--- config.mk ---
export PLATFORM = sky130hd
export DESIGN_NAME = dmem_lsu_adapter
export DESIGN_NICKNAME = d
export VERILOG_FILES = /design/src/rtl/lsu_pkg.sv /design/src/rtl/lsu_load_format.sv /design/src/rtl/dmem_lsu_adapter.sv
export SDC_FILE = /design/constraint.sdc
export NUM_CORES = 1
export LEC_CHECK = 0
export ABC_AREA = 1
export BUFFER_PORTS_ARGS = -buffer_cell sky130_fd_sc_hd__buf_2
export CORE_MARGIN = 3
export CORE_UTILIZATION = 43
export DETAILED_ROUTE_END_ITERATION = 16
export PLACE_DENSITY = 0.94
export RECOVER_POWER = 100
export SYNTH_ARGS = -nofsm -noshare
export SYNTH_HDL_FRONTEND = slang
export SYNTH_SLANG_ARGS = --single-unit
export TNS_END_PERCENT = 10
--- constraint.sdc ---
create_clock -name clk_in -period 2.5 [get_ports clk_in]
set_input_delay 0.25 -clock clk_in [delete_from_list [all_inputs] [get_ports clk_in]]
set_output_delay 0.25 -clock clk_in [all_outputs]
set_load 0.02 [all_outputs]
--- src/rtl/lsu_pkg.sv ---
// rtl/lsu_pkg.sv - shared encodings, lane mask helper and pipe metadata for the load/store adapter
package lsu_pkg;

    localparam logic [1:0] SZ_B = 2'b00;
    localparam logic [1:0] SZ_H = 2'b01;
    localparam logic [1:0] SZ_W = 2'b10;

    // Per-request information that travels alongside the RAM read through both stages
    typedef struct packed {
        logic [1:0] off;
        logic [1:0] size;
        logic       uns;
        logic       we;
        logic       err;
    } pipe_meta_t;

    // Byte lanes touched by an access of the given size at the given byte offset
    function automatic logic [3:0] lane_mask(input logic [1:0] size, input logic [1:0] off);
        case (size)
            SZ_B:    lane_mask = 4'b0001 << off;
            SZ_H:    lane_mask = 4'b0011 << off;
            SZ_W:    lane_mask = 4'b1111;
            default: lane_mask = 4'b0000;
        endcase
    endfunction

endpackage

--- src/rtl/lsu_load_format.sv ---
// rtl/lsu_load_format.sv - lane select and sign/zero extension of a 32-bit memory word
module lsu_load_format
    import lsu_pkg::*;
(
    input  logic [31:0] dout_i,
    input  logic [1:0]  off_i,
    input  logic [1:0]  size_i,
    input  logic        unsigned_i,
    input  logic        zero_i,
    output logic [31:0] rdata_o
);

    logic [7:0]  byte_v;
    logic [15:0] half_v;

    // Pick the addressed lane, then extend it to 32 bits; stores and errors read as zero
    always_comb begin
        byte_v  = dout_i[7:0];
        half_v  = off_i[1] ? dout_i[31:16] : dout_i[15:0];
        rdata_o = '0;
        case (off_i)
            2'd0:    byte_v = dout_i[7:0];
            2'd1:    byte_v = dout_i[15:8];
            2'd2:    byte_v = dout_i[23:16];
            default: byte_v = dout_i[31:24];
        endcase
        case (size_i)
            SZ_B:    rdata_o = unsigned_i ? {24'd0, byte_v} : {{24{byte_v[7]}}, byte_v};
            SZ_H:    rdata_o = unsigned_i ? {16'd0, half_v} : {{16{half_v[15]}}, half_v};
            SZ_W:    rdata_o = dout_i;
            default: rdata_o = '0;
        endcase
        if (zero_i) begin
            rdata_o = '0;
        end
    end

endmodule

--- src/rtl/dmem_lsu_adapter.sv ---
// rtl/dmem_lsu_adapter.sv - valid/ready load/store front end for a 2-cycle byte-write block RAM
module dmem_lsu_adapter
    import lsu_pkg::*;
#(
    parameter int RAM_DEPTH  = 4096,
    parameter int ADDR_WIDTH = 32,
    localparam int AW        = $clog2(RAM_DEPTH)
) (
    input  logic                  clk_in,
    input  logic                  rst_in,
    input  logic                  req_valid_in,
    output logic                  req_ready_out,
    input  logic [ADDR_WIDTH-1:0] req_addr_in,
    input  logic                  req_we_in,
    input  logic [1:0]            req_size_in,
    input  logic                  req_unsigned_in,
    input  logic [31:0]           req_wdata_in,
    output logic                  resp_valid_out,
    input  logic                  resp_ready_in,
    output logic [31:0]           resp_rdata_out,
    output logic                  resp_err_out,
    output logic [AW-1:0]         ram_addr_out,
    output logic [31:0]           ram_din_out,
    output logic [3:0]            ram_we_out,
    output logic                  ram_en_out,
    output logic                  ram_regce_out,
    output logic                  ram_rst_out,
    input  logic [31:0]           ram_dout_in
);

    localparam longint unsigned ADDR_LIMIT = 4 * longint'(RAM_DEPTH);

    logic       adv;
    logic       accept;
    logic       size_err;
    logic       req_err;
    logic       v1_q, v1_d;
    logic       v2_q, v2_d;
    pipe_meta_t m1_q, m1_d;
    pipe_meta_t m2_q, m2_d;
    pipe_meta_t meta_in;

    // The whole pipe, RAM registers included, moves only when the response slot can drain
    always_comb begin
        adv           = !(v2_q && !resp_ready_in);
        req_ready_out = adv && !rst_in;
        accept        = req_valid_in && req_ready_out;
        ram_en_out    = adv && !rst_in;
        ram_regce_out = adv;
        ram_rst_out   = rst_in;
    end

    // Classify the incoming request and build its store lanes and metadata
    always_comb begin
        case (req_size_in)
            SZ_B:    size_err = 1'b0;
            SZ_H:    size_err = req_addr_in[0];
            SZ_W:    size_err = (req_addr_in[1:0] != 2'b00);
            default: size_err = 1'b1;
        endcase
        req_err = size_err || (64'(req_addr_in) >= ADDR_LIMIT);

        case (req_size_in)
            SZ_B:    ram_din_out = {4{req_wdata_in[7:0]}};
            SZ_H:    ram_din_out = {2{req_wdata_in[15:0]}};
            default: ram_din_out = req_wdata_in;
        endcase
        ram_addr_out = req_addr_in[AW+1:2];
        ram_we_out   = (accept && req_we_in && !req_err) ?
                       lane_mask(req_size_in, req_addr_in[1:0]) : 4'b0000;

        meta_in.off  = req_addr_in[1:0];
        meta_in.size = req_size_in;
        meta_in.uns  = req_unsigned_in;
        meta_in.we   = req_we_in;
        meta_in.err  = req_err;
    end

    // Next state of the two valid/metadata stages: shift on adv, otherwise hold
    always_comb begin
        v1_d = v1_q;
        v2_d = v2_q;
        m1_d = m1_q;
        m2_d = m2_q;
        if (adv) begin
            v1_d = accept;
            m1_d = meta_in;
            v2_d = v1_q;
            m2_d = m1_q;
        end
    end

    // Stage registers; reset drops anything in flight
    always_ff @(posedge clk_in) begin
        if (rst_in) begin
            v1_q <= 1'b0;
            v2_q <= 1'b0;
            m1_q <= '0;
            m2_q <= '0;
        end else begin
            v1_q <= v1_d;
            v2_q <= v2_d;
            m1_q <= m1_d;
            m2_q <= m2_d;
        end
    end

    assign resp_valid_out = v2_q;
    assign resp_err_out   = m2_q.err;

    lsu_load_format u_load_format (
        .dout_i     (ram_dout_in),
        .off_i      (m2_q.off),
        .size_i     (m2_q.size),
        .unsigned_i (m2_q.uns),
        .zero_i     (m2_q.we || m2_q.err),
        .rdata_o    (resp_rdata_out)
    );

endmodule

Word level (Yosys, flattened, before mapping)
Cells that the tools add are included.

storage, ports and cells
  register bits after elaboration = 16
  input bits = 104
  output and inout port bits = 86
  logic and storage cells = 46

cells by class
  $lt $le $gt $ge = 1
  equality and inequality tests = 6
  shift-type cells = 2
  multiplexer cells = 10
  reduce and logical (&&, ||, !) cells = 15

operator list
  kind                                                                      count
  32-bit two-way mux                                                        3
  32-bit case mux with 3 select lines                                       1
  32-bit case mux with 2 select lines                                       1
  32-bit by 15-bit >= comparator with 1-bit output (second input constant)  1
  8-bit case mux with 3 select lines                                        1
  16-bit two-way mux                                                        1
  4-bit case mux with 3 select lines                                        1
  2-bit by 1-bit equality test with 1-bit output (second input constant)    3
  2-bit equality test (second input constant)                               3
  2-bit zero test                                                           3
  1-bit logical AND                                                         5
  1-bit zero test                                                           4
  4-bit two-way mux                                                         1
  1-bit by 2-bit left shift with 4-bit output (first input constant)        1
  2-bit by 2-bit left shift with 4-bit output (first input constant)        1
  1-bit case mux with 3 select lines                                        1
  1-bit logical OR                                                          2
  2-bit nonzero test                                                        1

Logic depth before layout (Yosys ltp)
Gate-level depths: netlist of the first run.

  depth in word-level cells = 8
  gate-level depth with buffers = 8
  gate-level depth less buffers = 7

By module
A second synthesis of the first run with hierarchy kept.

second synthesis, totals
  cell total of the unflattened synthesis = 409
  area, all modules = 2288.4 µm²

modules (own cells, without submodules)
  module            instances  cells an instance  area each (µm²)  sequential area each (µm²)
  dmem_lsu_adapter  1          203                1301.2           320.3
  lsu_load_format   1          206                987.2            0.0

Least setup slack after synthesis of the first run
No wires, ideal clock.

  path kind = register to output
  start = register v2_q (netlist: resp_valid_out)
  end = output port ram_we_out[0]
  arrival time = 1407 ps
  data required time = 2250 ps
  setup slack = 843 ps
  cell stages (with the launch flop) = 8
  path buffers = 0
  cell sequence = dfxtp_1 inv_1 nor2_1 nor2_2 nand2_1 nor2_1 nand2_1 nor2_1

between the ends
  longest elaborated chain between the ends = 7

ends and longest elaborated chain
  what                            line                     RTL
  start: declaration              dmem_lsu_adapter.sv:38   logic v2_q, v2_d;
  start signal: assignment        dmem_lsu_adapter.sv:102  v2_q <= v2_d;
  1-bit logical AND               dmem_lsu_adapter.sv:45   adv = !(v2_q && !resp_ready_in);
  1-bit zero test                 dmem_lsu_adapter.sv:45
  1-bit logical AND               -
  net ram_en_out                  dmem_lsu_adapter.sv:25   output logic ram_en_out,
  1-bit logical AND               dmem_lsu_adapter.sv:47   accept = req_valid_in && req_ready_out;
  1-bit logical AND (2 in a row)  dmem_lsu_adapter.sv:69   ram_we_out = (accept && req_we_in && !req_err) ?
  4-bit two-way mux               dmem_lsu_adapter.sv:69
  end: declaration                dmem_lsu_adapter.sv:24   output logic [3:0] ram_we_out,

The timed path passes the listed nets, and every way through them passes these cells.

Final worst setup path of the first run
  start = register m2_q[4] in the netlist's numbering
  end = output port resp_rdata_out[5]

between the ends
  longest elaborated chain between the ends = 3
  elaborated cells between the ends (all ways) = 5
  those cells by class = 2 x eq/ne; 2 x mux; 1 x reduce/logical

ends and longest elaborated chain
  what                                         line                     RTL
  start: declaration                           dmem_lsu_adapter.sv:40   pipe_meta_t m2_q, m2_d;
  start signal: assignment                     dmem_lsu_adapter.sv:104  m2_q <= m2_d;
  2-bit equality test (tied with other cells)  lsu_load_format.sv:27    case (size_i)
  32-bit case mux with 3 select lines (*)      lsu_load_format.sv:27
  32-bit two-way mux (*)                       lsu_load_format.sv:33    if (zero_i) begin
  end: declaration                             dmem_lsu_adapter.sv:20   output logic [31:0] resp_rdata_out,

Mark *: on every way between the ends. The rest lies on a longest branch, timed or not.

==> results of run 1 <==
registers in the layout, summed over array words and instances, names as in the netlist:
name            cells
resp_valid_out      1
v1_q                1
m1_q                7
m2_q                6
resp_err_out        1
per-layer routing:
| layer | vias up | track usage (%) | wire (um) |
|---|---|---|---|
| met2 | 163 | 43.69 | 3780 |
| li1 | 1560 | - | - |
| met5 | - | 0 | 0 |
| met4 | 0 | 5.670 | 91 |
| met1 | 1339 | 27.17 | 3019 |
| met3 | 9 | 6.463 | 847 |
per-stage QoR:
step / instance area, sq um / hold slack [ns]
6_report: 2864 / 0.1953
5_1_grt: 2864 / 0.1936
4_1_cts: 3005 / 0.1967
3_5_place_dp: 2964 / 0.4592
3_3_place_gp: 2964 / 0.4474
2_1_floorplan: 2291 / 0.3191
report_power, final:
part / leakage [nW] / internal [mW] / switching, mW
clock: 0.0216 / 0.107 / 0.0833
combinational: 1.42 / 0.212 / 0.425
sequential: 0.132 / 0.271 / 0.0107
total: 1.58 / 0.589 / 0.519
repair_timing:
action,in CTS,in global routing
setup endpoints to repair,0,1
endpoints found under the hold margin,0,0
gates resized for setup,0,1
cells in the final DEF, fill, tap and decap left out, types with 7 or more instances in the layout:
cell type    n
nand2_1    130
buf_2      117
inv_1       59
nor2_1      58
clkbuf_1    49
a21oi_1     34
o21ai_0     20
dfxtp_1     16
nand3_1     14
o22ai_1     10
o211ai_1     8
o21ai_1      7
cell type report:
type	instances	area, sq um	area share [%]
multi-input combinational	297	1371	47.88
sequential	16	320.3	11.18
timing repair buffer	170	799.5	27.92
inverter	66	247.7	8.650
tap	67	83.83	2.927
clock buffer	3	41.29	1.442
worst reg2reg max path, cell delays in order, from the launching register on:
cell and delay, ns:
dfxtp_1 0.31, inv_1 0.05, nor2_1 0.06, nor2_1 0.39, clkinv_1 0.39, o22ai_1 0.22
cell families (layout without fill, tap and decap cells):
group	count (synthesis)	count (layout)	synth area share, %
flops	16	16	13.98
compound gates	89	89	25.23
buf+inv	105	239	22.77
simple gates	208	208	38.01
how the worst min path moves through the flow:
| stage | slack [ns] | startpoint | end |
|---|---|---|---|
| final | 0.20 | rst_in | resp_valid_out$_SDFFE_PP0N_ |
| after global routing | 0.19 | rst_in | resp_valid_out$_SDFFE_PP0N_ |
| after CTS | 0.20 | rst_in | resp_valid_out$_SDFFE_PP0N_ |
| after detailed placement | 0.46 | v1_q$_SDFFE_PP0N_ | resp_valid_out$_SDFFE_PP0N_ |
| after global placement | 0.45 | m1_q[0]$_SDFFE_PP0N_ | resp_err_out$_SDFFE_PP0N_ |
| after floorplan | 0.32 | rst_in | resp_valid_out$_SDFFE_PP0N_ |
synthesized netlist by cell type, drive strengths merged (4+ instances only):
cell type / instances / area, sq um
o21ai: 27 / 135.1
buf: 32 / 247.7
nor2: 62 / 274.0
dfxtp: 16 / 320.3
o22ai: 10 / 62.56
nand3: 15 / 87.59
inv: 65 / 244.0
nand2: 130 / 488.0
o211ai: 8 / 60.06
clkbuf: 7 / 26.28
a22oi: 4 / 30.03
a21boi: 4 / 30.03
a21oi: 35 / 254.0
==> results.ini, run 1 <==
[clock_network]
path_clk_slew_ns = 0.06
cts.sinks = 16
clock_path_buffers = 2
cts_hold_buffers = 0
htree_levels = 1
cts_tree = yes
clock_latency_ns = 0.24
cts_setup_buffers = 0
cts_buffers = 3
cts_root_buffer = clkbuf_8

[setup_path]
reg2reg_depth = 5
startpoint = m2_q[4]$_SDFFE_PP0N_
worstSetupEndpoint = resp_rdata_out[5]
crit_top_cell = nor2_1
critical_path_class = flip-flop to output pin
cp_max_fo = 17
worstPathArrival_ns = 2.00
cp-start-kind = flip-flop
cp_slowest_stage_delay_ns = 0.50
cp_slowest_cell = dfxtp_1
cp.depth = 7
crit_required_ns = 2.25
critPathTopFamily = buffers and inverters
crit_chain = inv_2 -> nor2_4 -> inv_1 -> nor2_1 -> nor2_1 -> a21oi_1 -> clkbuf_1
rrSetupSlack_ns = 1.00
critical_path.endpoint_type = output pin
r2r-end = m2_q[6]$_SDFFE_PP0N_
crit_buf_inv = 3
r2r-start = resp_valid_out$_SDFFE_PP0N_

[yosys]
ys_warn_count = 0
seq_area_frac_synth_pct = 13.98
synth_ff_type = dfxtp_1
synth_edf_count = 0
synth_nets = 522
synth_seq_cells = 16
synth_area_per_cell_sq_um = 5.481
syn_inst = 418
synthArstFlopShare_pct = 0
syn_area_sq_um = 2291
synth_cell_types = 26

[grt]
grt_pass1_wl_um = 12350
grt_antenna_before_repair = 0
grt_start_max_net_pins = 33
track_usage_pct = 23.81
grt-ovfl-total = 0
grt_pass1_vias = 2804

[floorplanning]
die_h_um = 78.99
rows = 25
initial_core_util_pct = 46.35
die_x_um = 78.99
dieArea_sq_um = 6239
num_io_pins = 190
core_sq_um = 4942

[pwr]
irDropWorstVdd_mv = 0.2453
p_leak_nw = 1.577
powerDensity_nw_per_um2 = 387.2
power_mw = 1.109

[drt]
drt_iter0_drc = 124
drtAntennaViolNets = 0
vias = 3071
dr.pass1.iters = 4
wl_per_cell_um = 12.50
totalWireLength_um = 7738
route.detailed.drc = 0
vias_per_cell = 4.961

[cells_and_area]
utilization_pct = 57.95
syn_to_final_growth_pct = 25.01
fillers = 555
final_nets = 658
antenna_cells = 0
stdcell_count = 619
drive_gt1_share_pct = 24.82

[hold_path]
whs_path_depth = 2
hold_class = input port to flip-flop

[status]
status = finished, final reports clean

[placed_design]
dp_slack_ns = 0.4537
io_buffers = 165
dp_hpwl_um = 6357
gp_congestion = 0.8792
dp.cells = 616

[timing]
fin_crit_sh_pct = 89.92
final.setup.worst_slack_ns = 0.2520
max_freq_mhz = 444.8
relSlewSlack_pct = 62.57
fin_crit_ns = 2.248
slew_violations = 0
setup_tns_ns = 0
tightest_slew_ns = 0.5614
rsz0062_at_grt = false
clock_skew_ns = 0.0004376
setup_viol = 0
hold_viol_final = 0

[flow_run]
maxCapViolCount = 0

Note: power is estimated with default switching activity, not from simulation.
==> run 2: changes to the inputs <==
Settings changed: CORE_ASPECT_RATIO set to 1.75, CORE_UTILIZATION 43 to 30, PLACE_DENSITY 0.94 to unset.
==> run 2 against run 1 <==
  * Routed wire length grew 2.4%
  * Clock power increased by 60%
  * First-iteration DRC count is 33% higher
  * Non-clock buffer count rose by 1
  * Sequential power about the same
  * Core utilization is 18 points lower
  * Count of clock-buffer cells in the layout stayed put
  * Critical path depth up 1
  * Clock skew increased by 0.0042 ns
  * Critical endpoint is now resp_rdata_out[31]
  * Highest routed layer unchanged
==> results.ini, run 2 (synthesized netlist as in run 1, its figures left out) <==
[cells_and_area]
multi_input_area_sq_um = 1390
largest_register_ffs = 7
stdcell_count = 640
regMostFlops = m1_q
register_area_sq_um = 320.3
utilization_pct = 40.13
final_nets = 659
drive_gt1_share_pct = 25.86
top_regs = m1_q: 7 flops, m2_q: 6 flops
fillers = 867
syn_to_final_growth_pct = 28.51
mostFrequentLayoutCells = 130 x nand2_1, 111 x buf_2, 58 x inv_1, 58 x nor2_1, 50 x clkbuf_1
mostFrequentLayoutCell = nand2_1

[grt]
grt_antenna_before_repair = 0
grt_pass1_vias = 2902
grt-ovfl-total = 0
track_usage_pct = 18.15
grt_start_max_net_pins = 33
grt_pass1_wl_um = 13050

[setup_path]
rrSetupSlack_ns = 1.00
cp_slowest_stage_delay_ns = 0.50
crit_top_cell = nand2_1
critical_path.endpoint_type = output pin
cp-start-kind = flip-flop
r2r-end = m2_q[1]$_SDFFE_PP0N_
cp_max_fo = 19
r2r-start = resp_valid_out$_SDFFE_PP0N_
crit_chain = inv_2 -> nor2_4 -> clkbuf_1 -> nand2_1 -> nand2_1 -> inv_1 -> a21oi_2 -> clkbuf_2
crit_required_ns = 2.25
cp_slowest_cell = dfxtp_1
worstPathArrival_ns = 2.08
critical_path_class = flip-flop to output pin
reg2reg_depth = 5

[hold_path]
min_to = resp_valid_out$_SDFFE_PP0N_
hold_path_startpoint = rst_in
whs_path_depth = 2
hold_class = input port to flip-flop

[timing]
setup_tns_ns = 0
tightest_slew_ns = 0.8083
rsz0062_at_grt = false
fin_crit_ns = 2.325
max_freq_mhz = 430.0
clock_skew_ns = 0.004662
hold_viol_final = 0
relSlewSlack_pct = 46.12
fin_crit_sh_pct = 93.02
setup_viol = 0
slew_violations = 0

[placed_design]
gp_congestion = 0.8387
dp.cells = 636
io_buffers = 165
dp_hpwl_um = 6739

[floorplanning]
die_h_um = 121.6
core_sq_um = 7336
initial_core_util_pct = 31.23
num_io_pins = 190
rows = 41
die_x_um = 72.06
dieArea_sq_um = 8763

[status]
status = finished, final reports clean

[clock_network]
clock_path_buffers = 2
cts_tree = yes
cts_buffers = 3
clock_latency_ns = 0.25
htree_levels = 1
cts_root_buffer = clkbuf_16
cts_setup_buffers = 0
cts_hold_buffers = 0
path_clk_slew_ns = 0.05
cts_resized = 0
cts.sinks = 16

[flow_run]
maxCapViolCount = 0

[drt]
wl_per_cell_um = 12.38
drtAntennaViolNets = 0
dr.pass1.iters = 4
drt_iter0_drc = 165
route.detailed.drc = 0
totalWireLength_um = 7920
vias_per_cell = 4.777
vias = 3057

[pwr]
irDropWorstVdd_mv = 0.1753
p_leak_nw = 1.590
powerDensity_nw_per_um2 = 417.1

-- run 2: changes by cell type in the layout (fill, tap and decap cells not counted) --
cell / before / now
inv_2: 6 / 7
clkbuf_2: 0 / 7
a21oi_1: 34 / 29
clkbuf_1: 49 / 50
diode_2: 0 / 1
clkbuf_16: 0 / 3
inv_1: 59 / 58
clkbuf_8: 3 / 0
o21ai_1: 7 / 8
a21oi_2: 1 / 6
buf_4: 4 / 3
o21ai_0: 20 / 19
buf_2: 117 / 111
-- run 2: how the worst max path moves through the flow --
stage | start | endpoint | depth (start not counted)
finish | m2_q[4]$_SDFFE_PP0N_ | resp_rdata_out[31] | 8
global route | m2_q[4]$_SDFFE_PP0N_ | resp_rdata_out[31] | 8
CTS | m2_q[6]$_SDFFE_PP0N_ | resp_rdata_out[8] | 6
detailed placement | m2_q[6]$_SDFFE_PP0N_ | resp_rdata_out[8] | 6
global placement | m2_q[6]$_SDFFE_PP0N_ | resp_rdata_out[8] | 6
floorplan | resp_valid_out$_SDFFE_PP0N_ | ram_we_out[0] | 7
-- run 2: per-stage QoR --
step | power, mW | worst slack, ns | cell area [sq um] | hold slack (ns)
CTS | 1.280 | 0.2416 | 3070 | 0.2035
finish | 1.228 | 0.1745 | 2944 | 0.1979
floorplan | 0.7714 | 0.8426 | 2291 | 0.3191
global placement | 0.9654 | 0.5896 | 2995 | 0.4566
global route | 1.315 | 0.03840 | 2942 | 0.2268
detailed placement | 0.9712 | 0.5151 | 2995 | 0.4602
-- run 2: worst max-delay path, delay by kind of cell (launching register included) --
| kind | cells | cell delay [ns] |
|---|---|---|
| flops | 1 | 0.50 |
| simple gates | 3 | 0.54 |
| buf+inv | 4 | 0.66 |
| compound gates | 1 | 0.12 |
-- run 2: final cells by class --
type | count | area share (%)
antenna | 1 | 0.08500
clock buffer | 3 | 2.550
inverter | 66 | 8.415
multi-input combinational | 297 | 47.22
sequential | 16 | 10.88
tap | 86 | 3.655
timing repair buffer | 171 | 27.20
-- run 2: report_power, final --
part / internal (mW) / switching, mW
Combinational: 0.214 / 0.428
Clock: 0.210 / 0.0942
Sequential: 0.272 / 0.0106
-- run 2: per-layer routing --
| layer | up-vias | wire length [um] | GRT usage (%) |
|---|---|---|---|
| met4 | 0 | 153 | 5.059 |
| met3 | 15 | 684 | 2.477 |
| met1 | 1324 | 3056 | 21.00 |
| met5 | - | 0 | 0 |
| li1 | 1562 | - | - |
| met2 | 156 | 4026 | 33.79 |
==> run 3: changes to the inputs <==
Settings changed: CORE_MARGIN 3 to 1.5, HOLD_SLACK_MARGIN set to 0.08, REMOVE_ABC_BUFFERS set to 1.
==> run 3 against run 2 <==
  * Register-to-register slack improved by 0.03 ns
  * Sequential power barely moved
  * Maximum frequency fell by 0.44%
  * Core utilization rose by 0.54 points
  * Flip-flop and latch count did not move
  * Non-clock buffer count rose by 1
  * Die area fell by 6.5%
  * Routed wire length fell by 3.7%
  * Sequential share of layout area fell by 0.33 points
  * Critical path depth did not move
  * Largest cell class unchanged
  * Highest routed layer unchanged
==> results.ini, run 3 (synthesized netlist as in run 1, its figures left out) <==
[placed_design]
dp_slack_ns = 0.4481
io_buffers = 165
dp_hpwl_um = 6382
gp_congestion = 0.8247

[grt]
grt_start_max_net_pins = 33
grt-ovfl-total = 0
grt_antenna_before_repair = 0
grt_pass1_vias = 2824
grt_pass1_wl_um = 12420
track_usage_pct = 17.94

[cells_and_area]
mostFrequentLayoutCell = nand2_1
largest_register_ffs = 7
top_regs = m1_q: 7 flops, m2_q: 6 flops
syn_to_final_growth_pct = 32.50
drive_gt1_share_pct = 30.27
antenna_cells = 0
final_nets = 660
mostFrequentLayoutCells = 130 x nand2_1, 122 x buf_2, 59 x inv_1
regMostFlops = m1_q

[pwr]
p_switching_uw = 543.6
pwr-share-comb_pct = 52.0
irDropWorstVdd_mv = 0.1623
switching_share_pct = 42.24
clock_power_share_pct = 26.1
internal_power_uw = 743.5
seq_power_share_pct = 21.9
power_mw = 1.287
p_leak_nw = 1.635
powerDensity_nw_per_um2 = 424.1

[floorplanning]
core_sq_um = 7462
initial_core_util_pct = 30.70
die_x_um = 69.06
dieArea_sq_um = 8191
num_io_pins = 190
die_h_um = 118.6
rows = 42

[timing]
fin_crit_ns = 2.336
holdWs_ns = 0.2022
relSlewSlack_pct = 58.92
slew_violations = 0
clock_skew_ns = 0.003051
tightest_slew_ns = 0.6162
hold_viol_final = 0
final.setup.worst_slack_ns = 0.1642
rsz0062_at_grt = true
setup_viol = 0
max_freq_mhz = 428.1
fin_crit_sh_pct = 93.43

[clock_network]
cts_tree = yes
cts_root_buffer = clkbuf_16
cts_resized = 0
clock_latency_ns = 0.24
clock_path_buffers = 2
cts_buffers = 3
htree_levels = 1
cts_setup_buffers = 0
cts.sinks = 16
cts_hold_buffers = 0
path_clk_slew_ns = 0.05

[status]
status = finished, final reports clean

[setup_path]
rrSetupSlack_ns = 1.03
crit_chain = inv_2 -> nor2_4 -> clkbuf_2 -> inv_1 -> nor2_1 -> nor2_1 -> a21oi_1 -> clkbuf_2
cp_slowest_cell = dfxtp_1
cp_max_fo = 12
crit_buf_inv = 4
critPathTopFamily = buffers and inverters
r2r-end = m2_q[6]$_SDFFE_PP0N_
cp_slowest_stage_delay_ns = 0.50
reg2reg_depth = 5
cp-start-kind = flip-flop
critical_path.endpoint_type = output pin
crit_required_ns = 2.25
r2r-start = resp_valid_out$_SDFFE_PP0N_
worstPathArrival_ns = 2.09
critical_path_class = flip-flop to output pin

[drt]
vias = 2968
route.detailed.drc = 0
vias_per_cell = 4.616
dr.pass1.iters = 4
totalWireLength_um = 7627
drt_iter0_drc = 70
wl_per_cell_um = 11.86
drtAntennaViolNets = 0

[hold_path]
hold_path_startpoint = rst_in
min_to = resp_valid_out$_SDFFE_PP0N_
whs_path_depth = 2
hold_class = input port to flip-flop

[flow_run]
maxCapViolCount = 0

==> run 3: area by class of cell <==
class                      count  area [sq um]
tap                           88         110.1
sequential                    16         320.3
multi-input combinational    297          1450
fill                         849          4427
inverter                      66         247.7
timing repair buffer         172         818.3
clock buffer                   4         88.84
==> run 3: through the flow <==
stage | setup TNS, ns | utilization (%) | cell area, sq um | std cells
global placement | 0 | 40.28 | 3005 | 639
floorplan | 0 | - | 2017 | 379
detailed placement | 0 | 40.28 | 3005 | 639
finish | 0 | 40.68 | 3035 | 643
CTS | 0 | 41.47 | 3094 | 643
global route | -0.009661 | 40.68 | 3035 | 643
==> run 3: per-layer routing <==
metal / GRT usage, % / part of all wire, % / wire length, um
met5: 0 / 0 / 0
met4: 4.534 / 0.60 / 46
met2: 37.26 / 57 / 4382
met1: 16.89 / 35 / 2673
met3: 3.922 / 6.9 / 524
==> run 3: worst max-delay path by stage <==
stage	depth (start not counted)	from	to	slack (ns)
after detailed placement	6	m2_q[6]$_SDFFE_PP0N_	resp_rdata_out[8]	0.45
after floorplan	4	m2_q[6]$_SDFFE_PP0N_	resp_rdata_out[10]	0.49
after global placement	6	m2_q[6]$_SDFFE_PP0N_	resp_rdata_out[9]	0.54
after CTS	6	m2_q[6]$_SDFFE_PP0N_	resp_rdata_out[8]	0.17
final	8	m2_q[4]$_SDFFE_PP0N_	resp_rdata_out[3]	0.16
after global routing	6	m2_q[6]$_SDFFE_PP0N_	resp_rdata_out[20]	-0.006
==> run 3: worst register-to-register path, delay by kind of cell, from the launching register on <==
kind / cells / cell delay, ns
AO/OA/AOI/OAI: 1 / 0.20
buffers and inverters: 2 / 0.44
flip-flops: 1 / 0.30
AND/OR/NAND/NOR: 2 / 0.45
==> run 3: power groups by stage <==
stage	clock, mW	combinational [mW]	sequential, mW
floorplan	0	0.407	0.290
global placement	0	0.682	0.286
detailed placement	0	0.686	0.287
CTS	0.344	0.689	0.282
global route	0.358	0.734	0.284
finish	0.336	0.669	0.282
